<file path="src/rtl/sparse_pkg.sv">
// rtl/sparse_pkg.sv - shared instruction codes, lane selects and feeder FSM states
package sparse_pkg;

  localparam logic [1:0] INST_IDLE = 2'b00;
  localparam logic [1:0] INST_LOAD = 2'b01;
  localparam logic [1:0] INST_EXEC = 2'b10;

  // index bit meaning, and which lane index_w[0] selects as the weight
  localparam logic LANE0_SEL  = 1'b0;
  localparam logic LANE1_SEL  = 1'b1;
  localparam logic INDEX_USED = 1'b0;
  localparam logic INDEX_SKIP = 1'b1;

  typedef enum logic [1:0] {
    ST_IDLE  = 2'b00,
    ST_LOAD  = 2'b01,
    ST_EXEC  = 2'b10,
    ST_DRAIN = 2'b11
  } feed_state_t;

  function automatic int max_int(input int a, input int b);
    return (a > b) ? a : b;
  endfunction

endpackage

</file>
<file path="src/rtl/sync_fifo.sv">
// rtl/sync_fifo.sv - synchronous FIFO with registered read data; pop and push may coincide at full
module sync_fifo #(
  parameter int width = 10,
  parameter int depth = 16
) (
  input  logic             clk,
  input  logic             reset,
  input  logic             wr_en,
  input  logic [width-1:0] wr_data,
  input  logic             rd_en,
  output logic [width-1:0] rd_data,
  output logic             full,
  output logic             empty
);

  localparam int aw = $clog2(depth);

  logic [width-1:0] mem [depth];
  logic [aw-1:0]    wr_ptr;
  logic [aw-1:0]    rd_ptr;
  logic [aw:0]      count;
  logic             do_push;
  logic             do_pop;

  assign empty   = (count == '0);
  assign full    = (count == (aw+1)'(depth));
  assign do_pop  = rd_en & ~empty;
  // a pop in the same cycle frees the slot, so a push at full is still taken
  assign do_push = wr_en & (~full | do_pop);

  always_ff @(posedge clk) begin
    if (do_push) begin
      mem[wr_ptr] <= wr_data;
    end
  end

  always_ff @(posedge clk) begin
    if (reset) begin
      wr_ptr  <= '0;
      rd_ptr  <= '0;
      count   <= '0;
      rd_data <= '0;
    end else begin
      if (do_push) begin
        wr_ptr <= wr_ptr + aw'(1);
      end
      if (do_pop) begin
        rd_ptr  <= rd_ptr + aw'(1);
        rd_data <= mem[rd_ptr];
      end
      case ({do_push, do_pop})
        2'b10:   count <= count + (aw+1)'(1);
        2'b01:   count <= count - (aw+1)'(1);
        default: count <= count;
      endcase
    end
  end

endmodule

</file>
<file path="src/rtl/sparse_west_feeder.sv">
// rtl/sparse_west_feeder.sv - west-edge feeder for one mac_tile row: FIFO, LOAD/EXEC/DRAIN sequencing
// Optional SWF_STALL_CNT_EN adds a saturating bubble counter output stall_cnt.
module sparse_west_feeder
  import sparse_pkg::*;
#(
  parameter int bw              = 4,
  parameter int index_selection = 2,
  parameter int col             = 8,
  parameter int fifo_depth      = 16,
  parameter int len_bw          = 8
) (
  input  logic                          clk,
  input  logic                          reset,
  input  logic                          wr_en,
  input  logic [bw*index_selection-1:0] wr_data,
  input  logic [1:0]                    wr_index,
  output logic                          full,
  input  logic                          start,
  input  logic [len_bw-1:0]             exec_len,
  output logic [bw*index_selection-1:0] out_w,
  output logic [1:0]                    inst_w,
  output logic [1:0]                    index_w,
`ifdef SWF_STALL_CNT_EN
  output logic [15:0]                   stall_cnt,
`endif
  output logic                          busy,
  output logic                          done
);

  localparam int dw     = bw * index_selection;
  localparam int fw     = dw + 2;
  localparam int cnt_bw = max_int(len_bw, $clog2(col + 1));

  feed_state_t       state;
  feed_state_t       state_nxt;
  logic [cnt_bw-1:0] beat_cnt;
  logic [len_bw-1:0] exec_len_q;
  logic              cnt_clr;
  logic              cnt_inc;
  logic              pop;
  logic              fifo_empty;
  logic [fw-1:0]     fifo_rd;
  logic              last_col;
  logic              last_exec;
  logic [1:0]        inst_q;
  logic              busy_q;
  logic              done_q;

  // the FIFO read register doubles as the out_w/index_w output register
  sync_fifo #(
    .width (fw),
    .depth (fifo_depth)
  ) u_fifo (
    .clk     (clk),
    .reset   (reset),
    .wr_en   (wr_en),
    .wr_data ({wr_index, wr_data}),
    .rd_en   (pop),
    .rd_data (fifo_rd),
    .full    (full),
    .empty   (fifo_empty)
  );

  assign pop       = ((state == ST_LOAD) || (state == ST_EXEC)) && !fifo_empty;
  assign last_col  = (beat_cnt == cnt_bw'(col - 1));
  assign last_exec = (beat_cnt == (cnt_bw'(exec_len_q) - cnt_bw'(1)));

  always_comb begin
    state_nxt = state;
    cnt_clr   = 1'b0;
    cnt_inc   = 1'b0;
    case (state)
      ST_IDLE: begin
        if (start) begin
          state_nxt = ST_LOAD;
          cnt_clr   = 1'b1;
        end
      end
      ST_LOAD: begin
        if (pop) begin
          if (last_col) begin
            cnt_clr   = 1'b1;
            state_nxt = (exec_len_q == '0) ? ST_DRAIN : ST_EXEC;
          end else begin
            cnt_inc = 1'b1;
          end
        end
      end
      ST_EXEC: begin
        if (pop) begin
          if (last_exec) begin
            cnt_clr   = 1'b1;
            state_nxt = ST_DRAIN;
          end else begin
            cnt_inc = 1'b1;
          end
        end
      end
      ST_DRAIN: begin
        if (last_col) begin
          cnt_clr   = 1'b1;
          state_nxt = ST_IDLE;
        end else begin
          cnt_inc = 1'b1;
        end
      end
      default: state_nxt = ST_IDLE;
    endcase
  end

  always_ff @(posedge clk) begin
    if (reset) begin
      state      <= ST_IDLE;
      beat_cnt   <= '0;
      exec_len_q <= '0;
    end else begin
      state <= state_nxt;
      if (cnt_clr) begin
        beat_cnt <= '0;
      end else if (cnt_inc) begin
        beat_cnt <= beat_cnt + cnt_bw'(1);
      end
      if ((state == ST_IDLE) && start) begin
        exec_len_q <= exec_len;
      end
    end
  end

  // control outputs are registered so they line up with the FIFO read data
  always_ff @(posedge clk) begin
    if (reset) begin
      inst_q <= INST_IDLE;
      busy_q <= 1'b0;
      done_q <= 1'b0;
    end else begin
      if (pop) begin
        inst_q <= (state == ST_LOAD) ? INST_LOAD : INST_EXEC;
      end else begin
        inst_q <= INST_IDLE;
      end
      busy_q <= (state != ST_IDLE);
      done_q <= (state == ST_DRAIN) && last_col;
    end
  end

`ifdef SWF_STALL_CNT_EN
  always_ff @(posedge clk) begin
    if (reset) begin
      stall_cnt <= '0;
    end else if ((state == ST_IDLE) && start) begin
      stall_cnt <= '0;
    end else if (((state == ST_LOAD) || (state == ST_EXEC)) && fifo_empty
                 && (stall_cnt != 16'hFFFF)) begin
      stall_cnt <= stall_cnt + 16'd1;
    end
  end
`endif

  assign out_w   = fifo_rd[dw-1:0];
  assign index_w = fifo_rd[dw+1:dw];
  assign inst_w  = inst_q;
  assign busy    = busy_q;
  assign done    = done_q;

endmodule

</file>
<file path="config.mk">
export PLATFORM = sky130hd
export DESIGN_NAME = sparse_west_feeder
export DESIGN_NICKNAME = d
export VERILOG_FILES = /design/src/rtl/sparse_pkg.sv /design/src/rtl/sync_fifo.sv /design/src/rtl/sparse_west_feeder.sv
export SDC_FILE = /design/constraint.sdc
export NUM_CORES = 1
export LEC_CHECK = 0
export ABC_AREA = 1
export ABC_CLOCK_PERIOD_IN_PS = 2100
export BUFFER_PORTS_ARGS = -buffer_cell sky130_fd_sc_hd__clkbuf_2
export CAP_MARGIN = 10
export CORE_UTILIZATION = 48
export DETAILED_ROUTE_END_ITERATION = 12
export GPL_TIMING_DRIVEN = 0
export PLACE_DENSITY = 0.66
export SLEW_MARGIN = 20
export SYNTH_ARGS = -nofsm -noshare
export SYNTH_HDL_FRONTEND = slang
export SYNTH_SLANG_ARGS = --single-unit
</file>
<file path="constraint.sdc">
create_clock -name clk -period 2.1 [get_ports clk]
set_input_delay 0.315 -clock clk [delete_from_list [all_inputs] [get_ports clk]]
set_output_delay 0.315 -clock clk [all_outputs]
set_load 0.05 [all_outputs]
</file>
==> impl_results.md <==
* Final-report hold violation count at 0
* Register area at approximately 0.0057 mm2
* DRC at 0
* PwrDens at between 1000 and 1500 mW/mm2
* RD Place Congestion at 0.984
* Combinational Power Share at about a third
* Slew @ Worst Pin at 0.605 ns
* Worst path most repeated cell: o21ai_1
* Die Y at 136 um
* Initial Util at about 50%
* Slew Limit Fails at 0
* DP Area at between 0.009 and 0.01 mm2
* P_leak at between 3 and 4 nW
* Root buf cell: clkbuf_16
* Final cell utilization of the core at roughly 60%
* FMAX at 489 MHz
* Port Buf Inserts at 35
* Setup Crit Path Kind: reg2reg
* GRT Overall Usage at 24.4%
* Layer with the highest usage: met2
* Most frequent cells in the layout: 160 x edfxtp_1, 101 x nor2_1, 89 x o21ai_0, 62 x nand2_1, 51 x clkbuf_2
* Dpl hpwl at 14200 um
* CORE AREA at 0.0174 mm2
* DRT Wirelength at about 22000 um
* Net switching power figure at ~4.9 mW
* Cell area after layout at between 0.01 and 0.015 mm2
* Library cells used by synthesis at 35
* Clk pin slew, worst setup/hold paths at about 0.060 ns
* # diodes at 0
* Tcrit/Tclk final at a little under 100%
* Post-Syn Area at approximately 0.0086 mm2
* Setup violators final at 0
* Register area share after synthesis at 66.0%
* Routed via count at 6439
* Final setup margin at ~0.053 ns
* Crit end category: flop
* Area grow syn2layout at 21.2%
* Max-Cap Viols at 0
* Area of the multi-input gates at about 0.0028 mm2
* Min Tclk post-route at 2.05 ns
* Final net count at 905
* CP Launch Type: flop
* Post-route ant nets at 0
* Power share of the clock group at 27.9%
* Most common cell after layout, fill and taps aside: edfxtp_1
* Critical Path Fanout Max at 4
* Number of CTS-inserted buffers at 22
* Via/cell ratio at 5.81
* Fin Hold WS at roughly 0.08 ns
* Met2 GRT Util at a little over 40%
* Post-synthesis async set-or-reset flop share at 0%
* Min-delay worst type: in2reg
* Largest net degree at the start of global routing at 17
* CTS tree: done
* Switching portion of total power at between 30% and 40%
* Max IR drop VDD at around 0.82 mV
* Worst-case clock buffer depth at 3
* Site Rows at 48
* Worst EP required at ~2.5 ns
* Place WS at -0.758 ns
* Initial drt markers at about 560
* Syn_nets at a little over 800
* Synth Instances at 775
* Fillcell total at ~1300
* Overflow after GRT at 0
* Worst path cell trace: inv_4 > ha_4 > nand2_4 > nor2_4 > inv_2 > fa_2 > nor2_2 > a211oi_2 > inv_1 > o21ai_1 > o21ai_1 > o21ai_1 > a21oi_1
* Initial antenna violation count at 0
* Die width at 136 um
* Setup_tns at 0 ns
* Met3 Use GR at around 3.6%
* Fin cells at 1108
* Status: completed
* Full die area at between 0.015 and 0.02 mm2
* Ports at 37
* RSZ-0062 raised after global routing: true
* Slew margin rel. at 59.7%
* Synth warnings at 0
* Routed WL per cell at just under 20 um
* Placed cell count at 1035
* Clock latency on the worst-skew pair at 0.50 ns
* 1st-pass router iterations at 5
* Layout cells sized above 1 at about 22%
* FF-to-FF setup slack at ~0.053 ns
* Ys flop type: edfxtp_1
* Seq pwr share at 37.2%
* First-pass GRT wire length at 33900 um
* Post-synth EDFFs at between 150 and 200
* CP Data Arrival Time at 2.47 ns
* Internal power at about 8.3 mW
* Critical path's slowest cell: dfxtp_4
* Count of clock tree sinks at between 200 and 250
* Post-Syn Area per Cell at between 10 and 15 um2
* Largest stage delay, worst path at 0.37 ns
* # H-tree levels at 1
* Final Skew at approximately 0.012 ns
* Total power at approximately 13 mW
* GRT met1 Usage at 30.5%
* Yosys reg bits at roughly 210
* Vias in the first global route at about 6300
==> cell type report <==
cell class,instances,area share [%]
plain buffers,39,1.66
flip-flops and latches,205,54.6
repair buffers,67,5.40
clock inverters,12,0.908
inverters,53,1.95
well taps,225,2.69
clock buffers,28,5.77
multi-input cells,479,27.1
==> cells by family (layout without fill, tap and decap cells) <==
kind of cell	count (synthesis)	count (layout)	share of synthesized area (%)
AOI/OAI and AO/OA	196	196	13.9
xor gates and xnor gates	10	10	1.01
adders and majority gates	16	16	2.40
buffers and inverters	92	199	4.02
DFF	205	205	66.0
and+or+nand+nor	256	257	12.7
==> critical path, delay by kind of cell (launching register included) <==
family,cells,cell delay (ns)
adders and majority gates,2,0.66
and+or+nand+nor,3,0.37
AOI/OAI and AO/OA,5,0.39
DFF,1,0.37
buffers and inverters,3,0.19
==> registers in the layout (all words and copies together), names as in the netlist <==
signal and count:
beat_cnt 8, busy 1, done 1, exec_len_q 8
inst_w 2, state 2, u_fifo.count 5, u_fifo.mem 160
u_fifo.rd_data 10, u_fifo.rd_ptr 4, u_fifo.wr_ptr 4
==> power groups by stage <==
stage | logic, mW | registers, mW | clock network [mW]
floorplan | 2.50 | 5.24 | 0
global placement | 3.85 | 4.94 | 0
detailed placement | 4.00 | 4.95 | 0
CTS | 4.24 | 4.89 | 3.74
global route | 5.03 | 4.93 | 3.89
finish | 4.61 | 4.90 | 3.68
==> timing repair <==
item	in CTS	in global routing
cloned	0	1
resized for setup	50	53
hold buffers	0	0
endpoints found under the setup margin	171	176
setup buffers	20	12
pin swaps	14	18
==> worst paths after layout <==
kind | from | end | cells after the start
hold reg to reg | u_fifo.count[0]$_SDFFE_PP0P_ | u_fifo.count[0]$_SDFFE_PP0P_ | 1
setup / recovery | state[0]$_SDFFE_PP0P_ | u_fifo.count[4]$_SDFFE_PP0P_ | 13
hold / removal | exec_len[6] | exec_len_q[6]$_SDFFE_PP0P_ | 3
setup reg to reg | state[0]$_SDFFE_PP0P_ | u_fifo.count[4]$_SDFFE_PP0P_ | 13
==> synthesized netlist by cell type (all sizes together), types with 2 or more instances <==
cell	n	area (um2)
nand4	4	25.0
xor2	9	78.8
dfxtp	45	901
o211ai	21	158
o21ai	101	509
clkinv	2	7.51
inv	51	191
ha	15	188
nor3	5	25.0
nand2	77	330
o221ai	30	263
clkbuf	35	131
nand3	44	220
o22ai	11	68.8
edfxtp	160	4800
nor2	124	480
buf	4	17.5
a21oi	30	180
==> per-layer routing <==
layer | share of wire, % | up-vias
met2 | 49 | 309
met1 | 38 | 3085
met4 | 4.7 | 0
met3 | 7.9 | 66
li1 | - | 2979
met5 | 0 | -
Note: power is estimated with default switching activity, not from simulation.
